`src/rtl/lsu_sequencer.sv`:
```
// Load/store sequencer between execute and the data bus.
// One op in flight; req/gnt/rvalid handshake with timeout.
module lsu_sequencer #(
  parameter int TIMEOUT_CYCLES = 64
) (
  input  logic        clk,
  input  logic        rst_n,
  input  logic        req_valid,
  input  logic        req_we,
  input  logic [2:0]  req_mode,
  input  logic [31:0] req_addr,
  input  logic [31:0] req_wdata,
  output logic        stall,
  output logic        bus_req,
  output logic        bus_we,
  output logic [31:0] bus_addr,
  output logic [3:0]  bus_be,
  output logic [31:0] bus_wdata,
  input  logic        bus_gnt,
  input  logic        bus_rvalid,
  input  logic [31:0] bus_rdata,
  output logic [31:0] rdata,
  output logic        rdata_valid,
  output logic        access_err,
  output logic        timeout_err
);

  typedef enum logic [2:0] {
    S_IDLE,
    S_REQ,
    S_WAIT,
    S_DONE,
    S_ERR
  } state_t;

  localparam logic [2:0] M_B    = 3'b000;
  localparam logic [2:0] M_H    = 3'b001;
  localparam logic [2:0] M_W    = 3'b010;
  localparam logic [2:0] M_BU   = 3'b011;
  localparam logic [2:0] M_HU   = 3'b100;
  localparam logic [2:0] M_NONE = 3'b111;

  localparam int CW =
    (TIMEOUT_CYCLES > 2) ? $clog2(TIMEOUT_CYCLES) : 1;
  localparam logic [CW-1:0] CNT_LAST =
    CW'(TIMEOUT_CYCLES > 0 ? TIMEOUT_CYCLES - 1 : 0);

  state_t state_q;
  state_t state_d;

  logic          we_q;
  logic [2:0]    mode_q;
  logic [31:0]   addr_q;
  logic [3:0]    be_q;
  logic [31:0]   wdata_q;
  logic [CW-1:0] cnt_q;
  logic          to_q;
  logic [31:0]   rdata_q;

  logic        is_b;
  logic        is_h;
  logic        is_w;
  logic        op_go;
  logic        illegal;
  logic [3:0]  be_d;
  logic [31:0] wdata_d;
  logic        to_last;
  logic        busy;
  logic        load_done;
  logic        to_abort;
  logic [31:0] lane;
  logic [31:0] ext;

  // Width class of the incoming op; unsigned modes share a lane width.
  always_comb begin
    is_b = 1'b0;
    is_h = 1'b0;
    is_w = 1'b0;
    unique case (req_mode)
      M_B, M_BU: is_b = 1'b1;
      M_H, M_HU: is_h = 1'b1;
      M_W:       is_w = 1'b1;
      default:   ;
    endcase
  end

  assign op_go = req_valid && (req_mode != M_NONE);

  assign illegal = !(is_b || is_h || is_w)
                || (is_h && req_addr[0])
                || (is_w && (req_addr[1:0] != 2'b00));

  always_comb begin
    be_d    = 4'b0000;
    wdata_d = 32'h0;
    unique case (1'b1)
      is_b: begin
        be_d    = 4'b0001 << req_addr[1:0];
        wdata_d = {4{req_wdata[7:0]}};
      end
      is_h: begin
        be_d    = 4'b0011 << {req_addr[1], 1'b0};
        wdata_d = {2{req_wdata[15:0]}};
      end
      is_w: begin
        be_d    = 4'b1111;
        wdata_d = req_wdata;
      end
      default: ;
    endcase
  end

  assign to_last = (TIMEOUT_CYCLES != 0)
                && (cnt_q == CNT_LAST);

  assign busy = (state_q == S_REQ)
             || (state_q == S_WAIT);

  always_comb begin
    state_d = state_q;
    unique case (state_q)
      S_IDLE: begin
        if (op_go) begin
          state_d = illegal ? S_ERR : S_REQ;
        end
      end
      S_REQ: begin
        if (bus_gnt && (we_q || bus_rvalid)) begin
          state_d = S_DONE;
        end else if (to_last) begin
          state_d = S_ERR;
        end else if (bus_gnt) begin
          state_d = S_WAIT;
        end
      end
      S_WAIT: begin
        if (bus_rvalid) begin
          state_d = S_DONE;
        end else if (to_last) begin
          state_d = S_ERR;
        end
      end
      S_DONE:  state_d = S_IDLE;
      S_ERR:   state_d = S_IDLE;
      default: state_d = S_IDLE;
    endcase
  end

  assign load_done =
      ((state_q == S_REQ) && bus_gnt
        && !we_q && bus_rvalid)
    || ((state_q == S_WAIT) && bus_rvalid);

  assign to_abort = busy && (state_d == S_ERR);

  // Lane select, then extension according to the latched mode.
  assign lane = bus_rdata >> {addr_q[1:0], 3'b000};

  always_comb begin
    ext = lane;
    unique case (mode_q)
      M_B:     ext = {{24{lane[7]}}, lane[7:0]};
      M_BU:    ext = {24'h0, lane[7:0]};
      M_H:     ext = {{16{lane[15]}}, lane[15:0]};
      M_HU:    ext = {16'h0, lane[15:0]};
      default: ext = lane;
    endcase
  end

  always_ff @(posedge clk or negedge rst_n) begin
    if (!rst_n) begin
      state_q <= S_IDLE;
    end else begin
      state_q <= state_d;
    end
  end

  always_ff @(posedge clk or negedge rst_n) begin
    if (!rst_n) begin
      we_q    <= 1'b0;
      mode_q  <= 3'b000;
      addr_q  <= 32'h0;
      be_q    <= 4'b0000;
      wdata_q <= 32'h0;
    end else if ((state_q == S_IDLE) && op_go) begin
      we_q    <= req_we;
      mode_q  <= req_mode;
      addr_q  <= req_addr;
      be_q    <= be_d;
      wdata_q <= wdata_d;
    end
  end

  always_ff @(posedge clk or negedge rst_n) begin
    if (!rst_n) begin
      cnt_q <= '0;
    end else if (state_q == S_IDLE) begin
      cnt_q <= '0;
    end else if (busy) begin
      cnt_q <= cnt_q + CW'(1);
    end
  end

  always_ff @(posedge clk or negedge rst_n) begin
    if (!rst_n) begin
      to_q <= 1'b0;
    end else if (to_abort) begin
      to_q <= 1'b1;
    end else if (state_q == S_IDLE) begin
      to_q <= 1'b0;
    end
  end

  always_ff @(posedge clk or negedge rst_n) begin
    if (!rst_n) begin
      rdata_q <= 32'h0;
    end else if (load_done) begin
      rdata_q <= ext;
    end else if (to_abort) begin
      rdata_q <= 32'h0;
    end
  end

  assign stall = rst_n
              && (((state_q == S_IDLE) && op_go) || busy);

  always_comb begin
    bus_req   = 1'b0;
    bus_we    = 1'b0;
    bus_addr  = 32'h0;
    bus_be    = 4'b0000;
    bus_wdata = 32'h0;
    if (state_q == S_REQ) begin
      bus_req   = 1'b1;
      bus_we    = we_q;
      bus_addr  = {addr_q[31:2], 2'b00};
      bus_be    = be_q;
      bus_wdata = wdata_q;
    end
  end

  assign rdata       = rdata_q;
  assign rdata_valid = (state_q == S_DONE) && !we_q;
  assign access_err  = (state_q == S_ERR) && !to_q;
  assign timeout_err = (state_q == S_ERR) && to_q;

endmodule

```
`config.mk`:
```
export PLATFORM = sky130hd
export DESIGN_NAME = lsu_sequencer
export DESIGN_NICKNAME = d
export VERILOG_FILES = /design/src/rtl/lsu_sequencer.sv
export SDC_FILE = /design/constraint.sdc
export NUM_CORES = 1
export LEC_CHECK = 0
export CORE_UTILIZATION = 48
export CTS_BUF_LIST = sky130_fd_sc_hd__clkbuf_4
export CTS_CLUSTER_SIZE = 12
export DETAILED_ROUTE_END_ITERATION = 16
export PLACE_DENSITY = 0.82
export SETUP_SLACK_MARGIN = 0.05
export SYNTH_ARGS = -nofsm -noshare
export SYNTH_HDL_FRONTEND = slang
export SYNTH_SLANG_ARGS = --single-unit
export TNS_END_PERCENT = 20
```
`constraint.sdc`:
```
create_clock -name clk -period 2.1 [get_ports clk]
set_input_delay 0.42 -clock clk [delete_from_list [all_inputs] [get_ports clk]]
set_output_delay 0.42 -clock clk [all_outputs]
set_load 0.02 [all_outputs]
```
---- After elaboration in Yosys (flattened, before gate mapping) ----
Cells that the tools add are included.
word-level totals
  register bits ........................... 114
  bits of input ports ..................... 105
  logic and storage cells ................. 86
  output and inout bits ................... 106
cells by class
  reductions and logical operators ........ 34
  eq/ne operators ......................... 14
  multiplexer cells ....................... 25
  shifts and indexed selects .............. 3
  $add $sub $neg .......................... 1
operator list
  kind                   count
  $mux W32               4
  $pmux W32 S4           1
  $pmux W32 S3           1
  $shr A32 B5 Y32        1
  $mux W3                7
  $eq A3 B2 Y1 const B   5
  $logic_and A1 B1 Y1    14
  $eq A3 B3 Y1 const B   4
  $mux W6                2
  $pmux W4 S3            1
  $eq A3 B1 Y1 const B   3
  $logic_not A3 Y1       3
  $pmux W3 S3            1
  $logic_or A1 B1 Y1     8
  $reduce_bool A2 Y1     4
  $mux W1                7
  $add A6 B1 Y6 const B  1
  $eq A6 B6 Y1 const B   1
  $mux W4                1
  $reduce_or A2 Y1       2
  $shl A1 B2 Y4 const A  1
  $shl A2 B2 Y4 const A  1
  $logic_not A1 Y1       3
  $ne A3 B3 Y1 const B   1

---- Longest topological paths before layout ----
Gate-level depths: netlist of run 1.
  depth after elaboration ................. 15
  mapped depth ............................ 8
  mapped depth without buffers ............ 6

---- Worst setup path before layout of run 1 ----
OpenSTA, ideal clock, no wires.
  kind .................................... reg-to-output
  start point ............................. register state_q[2]
  end point ............................... output port timeout_err
  path buffers ............................ 2
  arrival ................................. 1.641 ns
  cell stages (with the launch flop) ...... 4
  slack ................................... 0.039 ns
  data required time ...................... 1.680 ns
  cells stage by stage .................... dfrtp_1 clkbuf_1 clkbuf_1 nor4bb_1
on the way
  longest elaborated chain between the ends .. 2
RTL lines
  what                    line  source
  from (decl)             48    state_t state_q;
  from (signal assigned)  174   state_q <= state_d;
  $eq A3 B3 Y1            245   assign timeout_err = (state_q == S_ERR) && to_q;
  $logic_and A1 B1 Y1     245
  to (decl)               25    output logic timeout_err
Every way passes these cells.

---- Worst setup path in the final report of run 1 ----
  start point ............................. register state_q[1]
  end point ............................... output port bus_wdata[3]
on the way
  longest elaborated chain between the ends .. 2
RTL lines
  what          line  source
  $eq A3 B1 Y1  233   if (state_q == S_REQ) begin
  $mux W32      233
  to (decl)     18    output logic [31:0] bus_wdata,
Every way passes these cells.

==> results of run 1 <==
## worst paths after layout
check / start / depth (start not counted) / end
setup / recovery: state_q[1] / 6 / bus_wdata[3]
hold / removal: req_addr[16] / 3 / addr_q[16]
setup reg to reg: state_q[1] / 8 / rdata[21]
hold reg to reg: addr_q[26] / 2 / addr_q[26]
max in group asynchronous: rst_n / 3 / rdata[10]
min in group asynchronous: rst_n / 3 / cnt_q[2]
## stage by stage
stage / hold WS [ns] / power [mW] / setup WS [ns]
6_report: 0.409 / 11.7 / -0.180
5_1_grt: 0.359 / 12.4 / -0.247
4_1_cts: 0.357 / 11.5 / -0.196
3_5_place_dp: 0.455 / 9.57 / -0.210
3_3_place_gp: 0.447 / 9.35 / -0.181
2_1_floorplan: 0.124 / 7.12 / 0.0441
## sequential cells by signal, summed over array words and instances (netlist names)
signal,cells
addr_q,32
be_q,4
cnt_q,6
mode_q,3
rdata,32
state_q,3
to_q,1
wdata_q,32
we_q,1
## report_power, final
part / switching (mW) / total, mW / internal [mW] / leakage (nW)
combinational: 3.24 / 6.35 / 3.11 / 2.79
sequential: 0.692 / 3.85 / 3.16 / 1.45
clock: 0.798 / 1.52 / 0.725 / 0.142
total: 4.73 / 11.7 / 6.99 / 4.38
## final cells by class
| cell class | count | share of cell area [%] |
|---|---|---|
| clock inverters | 10 | 0.988 |
| multi-input cells | 528 | 34.9 |
| flip-flops and latches | 114 | 30.5 |
| inverters | 13 | 0.521 |
| clock buffers | 21 | 1.68 |
| diodes | 1 | 0.0267 |
| repair buffers | 276 | 29.1 |
| well taps | 172 | 2.30 |
## repair_timing
action	CTS	global route
setup buffers	5	3
resized for setup	424	15
hold endpoints to repair	67	0
pin swaps	18	6
setup endpoints to repair	73	104
gates cloned	2	4
hold buffers	1	0
## critical path, cell delays in order (launching register included)
cell and delay, ns:
dfrtp_1 0.42, nand2b_4 0.16, nor2_4 0.12, buf_6 0.18
clkbuf_16 0.16, and2_4 0.15, buf_4 0.14
## cell usage in the layout (no fill, tap or decap), drive strengths merged, types with 2 or more instances in the layout
cell	count
nand2	154
buf	137
clkdlybuf4s50	135
dfrtp	114
and2	68
o21ai	58
a21oi	51
mux2i	34
a22o	29
clkbuf	24
nor2	22
o2bb2ai	17
inv	13
nor2b	11
a211o	8
clkinv	8
nor3	8
a32o	7
nand2b	7
nand3	5
a221o	3
mux2	3
o22a	3
a21o	3
nand3b	3
nand4	2
o22ai	2
a2bb2oi	2
o21bai	2
o31ai	2
conb	2
bufinv	2
a211oi	2
nor4b	2
nor4bb	2
## metal layers
| layer | GRT usage, % | vias up | wire length (um) |
|---|---|---|---|
| li1 | - | 2947 | - |
| met1 | 36.2 | 3016 | 8140 |
| met2 | 49.5 | 264 | 10000 |
| met3 | 5.92 | 33 | 1380 |
| met4 | 12.9 | 0 | 439 |
| met5 | 0 | - | 0 |
## cells by family (layout without fill, tap and decap cells)
group	after synthesis	after routing	share of synthesized area, %
and+or+nand+nor	288	288	22.1
buffers and inverters	68	320	5.36
adders and majority gates	2	2	0.355
xor gates and xnor gates	2	2	0.276
muxes	37	37	5.90
DFF	114	114	45.0
AOI/OAI and AO/OA	197	197	21.0
other	1	3	0.0591
==> impl_metrics.py, run 1 <==
metrics = {
    "layout": {
        "num-fill-cells": 888,
        "fin_cells": 1135,
        "area_growth_pct": 47.7,
        "multi_input_area_mm2": 0.00328,
        "nNetsFinal": 1056,
        "regArea_mm2": 0.00286,
        "layout-drive-gt1-share_pct": 22.3,
        "fin_area_mm2": 0.00937,
        "final_core_util_pct": 73.4,
    },
    "clock_network": {
        "cts_max_level": 4,
        "numCtsBuffers": 17,
        "clock-root-buffer": "clkbuf_4",
        "cts_buffer_depth": 2,
        "insertion_delay_ns": 0.53,
        "cts.sinks": 114,
        "cts_tree": "done",
        "clk_pin_slew_ns": 0.10,
    },
    "timing": {
        "rsz0062_at_grt": "yes",
        "timing.final.crit_share_pct": 109,
        "finalWorstSetupSlack_ns": -0.180,
        "setup-tns-final_ns": -8.58,
        "min_period_ns": 2.28,
        "hold_viol": 0,
        "worstMarginPinSlew_ns": 0.774,
        "slew_violations": 0,
        "relSlewSlack_pct": 47.0,
        "setup_violations": 69,
        "finClkSkew_ns": 0.0130,
        "clock.fmax_mhz": 439,
    },
    "power_and_ir_drop": {
        "peakVddDrop_mv": 0.942,
        "pwr_density_cell_mw_per_mm2": 1250,
        "p_leak_nw": 4.38,
    },
    "route": {
        "viasPerCell": 5.52,
        "totalWireLength_um": 20000,
        "ant_nets": 0,
        "firstDrtPassIters": 5,
        "vias": 6260,
        "wl_per_cell_um": 17.6,
        "drtIter0Drc": 514,
        "drc_errors": 0,
    },
    "die": {
        "io_pins": 211,
        "die_w_um": 117,
        "core_area_mm2": 0.0128,
        "initial_core_util_pct": 49.7,
        "rows": 41,
        "die-height_um": 117,
        "die_area_mm2": 0.0137,
    },
    "logic_synthesis": {
        "ys_warn_count": 0,
        "synth_top_area_share_pct": 45.0,
        "synth_edf_count": 0,
        "netlist_instances": 709,
        "yosys.area.top_type": "dfrtp_1",
        "synth_ff_type": "dfrtp_1",
        "netlist_area_mm2": 0.00635,
        "ys_async_sr_fraction_pct": 100,
        "avgSynthCellArea_um2": 8.95,
        "synth_seq_cells": 114,
        "yosysMostFrequentCell": "nand2_1",
        "synth_area_leaders": "dfrtp_1 (45%), nand2_1 (9.0%), and2_1 (6.7%)",
        "seq_area_frac_synth_pct": 45.0,
        "synthTopCellsByCount": "nand2_1 (153), dfrtp_1 (114), and2_1 (68), o21ai_0 (54), a21oi_1 (50)",
        "synth_cell_types": 63,
    },
    "global_route": {
        "gr-total-overflow": 0,
        "grt_pass1_wl_um": 30400,
        "grt_pass1_vias": 6127,
        "antenna_found_initial": 1,
        "grt_max_degree": 115,
        "track_usage_pct": 29.2,
    },
    "setup_path": {
        "rrSetupSlack_ns": 0.01,
        "critPathKind": "flop to output pin",
        "arrival_ns": 1.86,
        "crit_path_start_kind": "flop",
        "cp_max_fo": 6,
        "critPathCaptureType": "output pin",
        "critPathRequiredTime_ns": 1.68,
    },
    "placement": {
        "place_congestion": 0.918,
        "placed_area_mm2": 0.00884,
        "io_buffers": 208,
        "hpwl_um": 13700,
        "dp_cells": 1088,
    },
    "min_path": {
        "min_path_type": "input pin to flop",
    },
    "outcome": {
        "outcome": "finished with violations",
        "violations": "negative setup slack",
    },
    "run": {
        "max_cap_viol_count": 0,
    },
}
Note: power is estimated with default switching activity, not from simulation.
==> run 2, diff against run 1 <==
CAP_MARGIN = 20   (was not set)
==> results of run 2 <==
Final layout, timing and power as in run 1 (identical DEF).
==> run 3, diff against run 2 <==
CTS_BUF_LIST = sky130_fd_sc_hd__clkbuf_8   (was sky130_fd_sc_hd__clkbuf_4)
==> run 3 against run 2 <==
Against the previous run:
- critical endpoint is now stall
- largest cell class unchanged
- clock power grew 36%
- first-iteration DRC count shrank 15%
- via count shrank 0.24%
- sequential share of layout area shrank 0.54 points
- global-route usage grew 0.12 points
- hold slack lost 0.33 ns
- cell count shrank 0.44%
- clock-buffer cell count grew 2
- the run still ends with negative setup slack left
- non-clock buffer count shrank 4
- die area is the same
==> impl_metrics.py, run 3 (same netlist as run 1, synthesis figures left out) <==
metrics = {
    "global_route": {
        "track_usage_pct": 29.3,
        "grt_pass1_vias": 6109,
        "grt_max_degree": 115,
        "grt_pass1_wl_um": 30400,
        "antenna_found_initial": 0,
        "gr-total-overflow": 0,
    },
    "layout": {
        "diodes": 0,
        "fin_area_mm2": 0.00954,
        "area_growth_pct": 50.4,
        "mostFrequentLayoutCells": "nand2_1 (153), clkdlybuf4s50_1 (135), dfrtp_1 (112)",
        "nNetsFinal": 1052,
        "layout-drive-gt1-share_pct": 24.0,
        "fin_cells": 1130,
        "final_common_cell": "nand2_1",
        "num-fill-cells": 860,
    },
    "route": {
        "vias": 6245,
        "totalWireLength_um": 19900,
        "drc_errors": 0,
        "drtIter0Drc": 439,
        "firstDrtPassIters": 5,
        "wl_per_cell_um": 17.6,
        "viasPerCell": 5.53,
        "ant_nets": 0,
    },
    "timing": {
        "rsz0062_at_grt": "yes",
        "setup_violations": 42,
        "relSlewSlack_pct": 47.7,
        "min_period_ns": 2.15,
        "timing.final.crit_share_pct": 102,
        "hold_ws_ns": 0.0798,
        "slew_violations": 0,
        "worstMarginPinSlew_ns": 0.762,
        "hold_viol": 0,
        "clock.fmax_mhz": 465,
        "finClkSkew_ns": 0.00572,
        "finalWorstSetupSlack_ns": -0.0504,
    },
    "setup_path": {
        "r2r-start": "state_q[1]",
        "path_cells": "nand2b_4, nor2_4, buf_4, buf_12, o31a_1, buf_6",
        "critPathRequiredTime_ns": 1.68,
        "rr_endpoint": "rdata[21]",
        "rrSetupSlack_ns": 0.04,
        "arrival_ns": 1.73,
        "critPathKind": "flop to output pin",
        "critPathSlowestCell": "dfrtp_2",
        "path_delay_family": "flip-flops",
        "r2r_cells": 8,
        "slowest_delay_ns": 0.47,
        "crit_buf_inv": 3,
        "cp_max_fo": 19,
        "crit_path_start_kind": "flop",
        "critPathCaptureType": "output pin",
    },
    "die": {
        "core_area_mm2": 0.0128,
        "io_pins": 211,
        "initial_core_util_pct": 49.7,
        "die-height_um": 117,
        "rows": 41,
        "die_w_um": 117,
        "die_area_mm2": 0.0137,
    },
    "power_and_ir_drop": {
        "pwr_density_cell_mw_per_mm2": 1290,
        "peakVddDrop_mv": 0.790,
        "power_mw": 12.3,
        "p_leak_nw": 4.46,
    },
    "clock_network": {
        "cts_max_level": 4,
        "cts_buffer_depth": 2,
        "cts_tree": "done",
        "cts.sinks": 114,
        "clock-root-buffer": "clkbuf_8",
        "clk_pin_slew_ns": 0.06,
        "insertion_delay_ns": 0.44,
        "numCtsBuffers": 17,
        "ctsHoldBuffers": 0,
    },
    "placement": {
        "placed_area_mm2": 0.00884,
        "hpwl_um": 13700,
        "place_congestion": 0.918,
        "io_buffers": 208,
        "dp_cells": 1088,
    },
    "min_path": {
        "min_path_type": "input pin to asynchronous set/reset pin",
    },
    "outcome": {
        "violations": "negative setup slack",
        "outcome": "finished with violations",
    },
    "run": {
        "max_cap_viol_count": 0,
    },
}
[run 3: routing by layer]
layer  wire, um  GRT usage [%]  part of all wire (%)
met5          0              0                     0
met4        443           12.2                   2.2
met3       1240           6.75                   6.3
met2       9940           49.1                    50
met1       8250           36.7                    42
[run 3: worst max path at each step]
stage	from	end	slack (ns)	depth (start not counted)
5_1_grt	state_q[0]	stall	-0.11	6
3_3_place_gp	req_valid	stall	-0.18	5
3_5_place_dp	req_valid	stall	-0.21	5
6_report	state_q[0]	stall	-0.05	6
4_1_cts	state_q[1]	bus_addr[21]	-0.07	6
2_1_floorplan	state_q[2]	access_err	0.04	3
[run 3: area by class of cell]
cell class | instances | area [um^2] | area share, %
repair buffers | 272 | 2720 | 28.5
multi-input cells | 528 | 3300 | 34.6
well taps | 172 | 215 | 2.26
clock inverters | 8 | 85.1 | 0.892
flip-flops and latches | 114 | 2860 | 29.9
clock buffers | 23 | 317 | 3.32
inverters | 13 | 48.8 | 0.511
[run 3: power breakdown]
| group | internal, mW | switching, mW |
|---|---|---|
| clock network | 1.22 | 0.852 |
| logic | 3.11 | 3.22 |
| registers | 3.17 | 0.712 |
[run 3: stage by stage]
step	setup TNS (ns)	worst slack [ns]	util (%)
floorplan	0	0.0441	-
global placement	-9.65	-0.181	69.2
detailed placement	-15.20	-0.210	69.2
CTS	-1.69	-0.0712	73.2
global route	-5.42	-0.113	74.7
finish	-0.778	-0.0504	74.7
[run 3: what timing repair did]
action / in CTS / in global routing
resized for setup: 419 / 50
cloned: 2 / 2
pin swaps: 20 / 28
setup endpoints to repair: 73 / 104
hold endpoints to repair: 0 / 0
setup buffers: 5 / 2
[run 3: worst register-to-register path: stages, from the launching register on]
cell and delay, ns:
dfrtp_1 0.40, buf_4 0.14, buf_6 0.14, nand2b_4 0.07, buf_4 0.11, o21ai_2 0.06, and3b_2 0.23, nor2_4 0.59
a22o_1 0.27
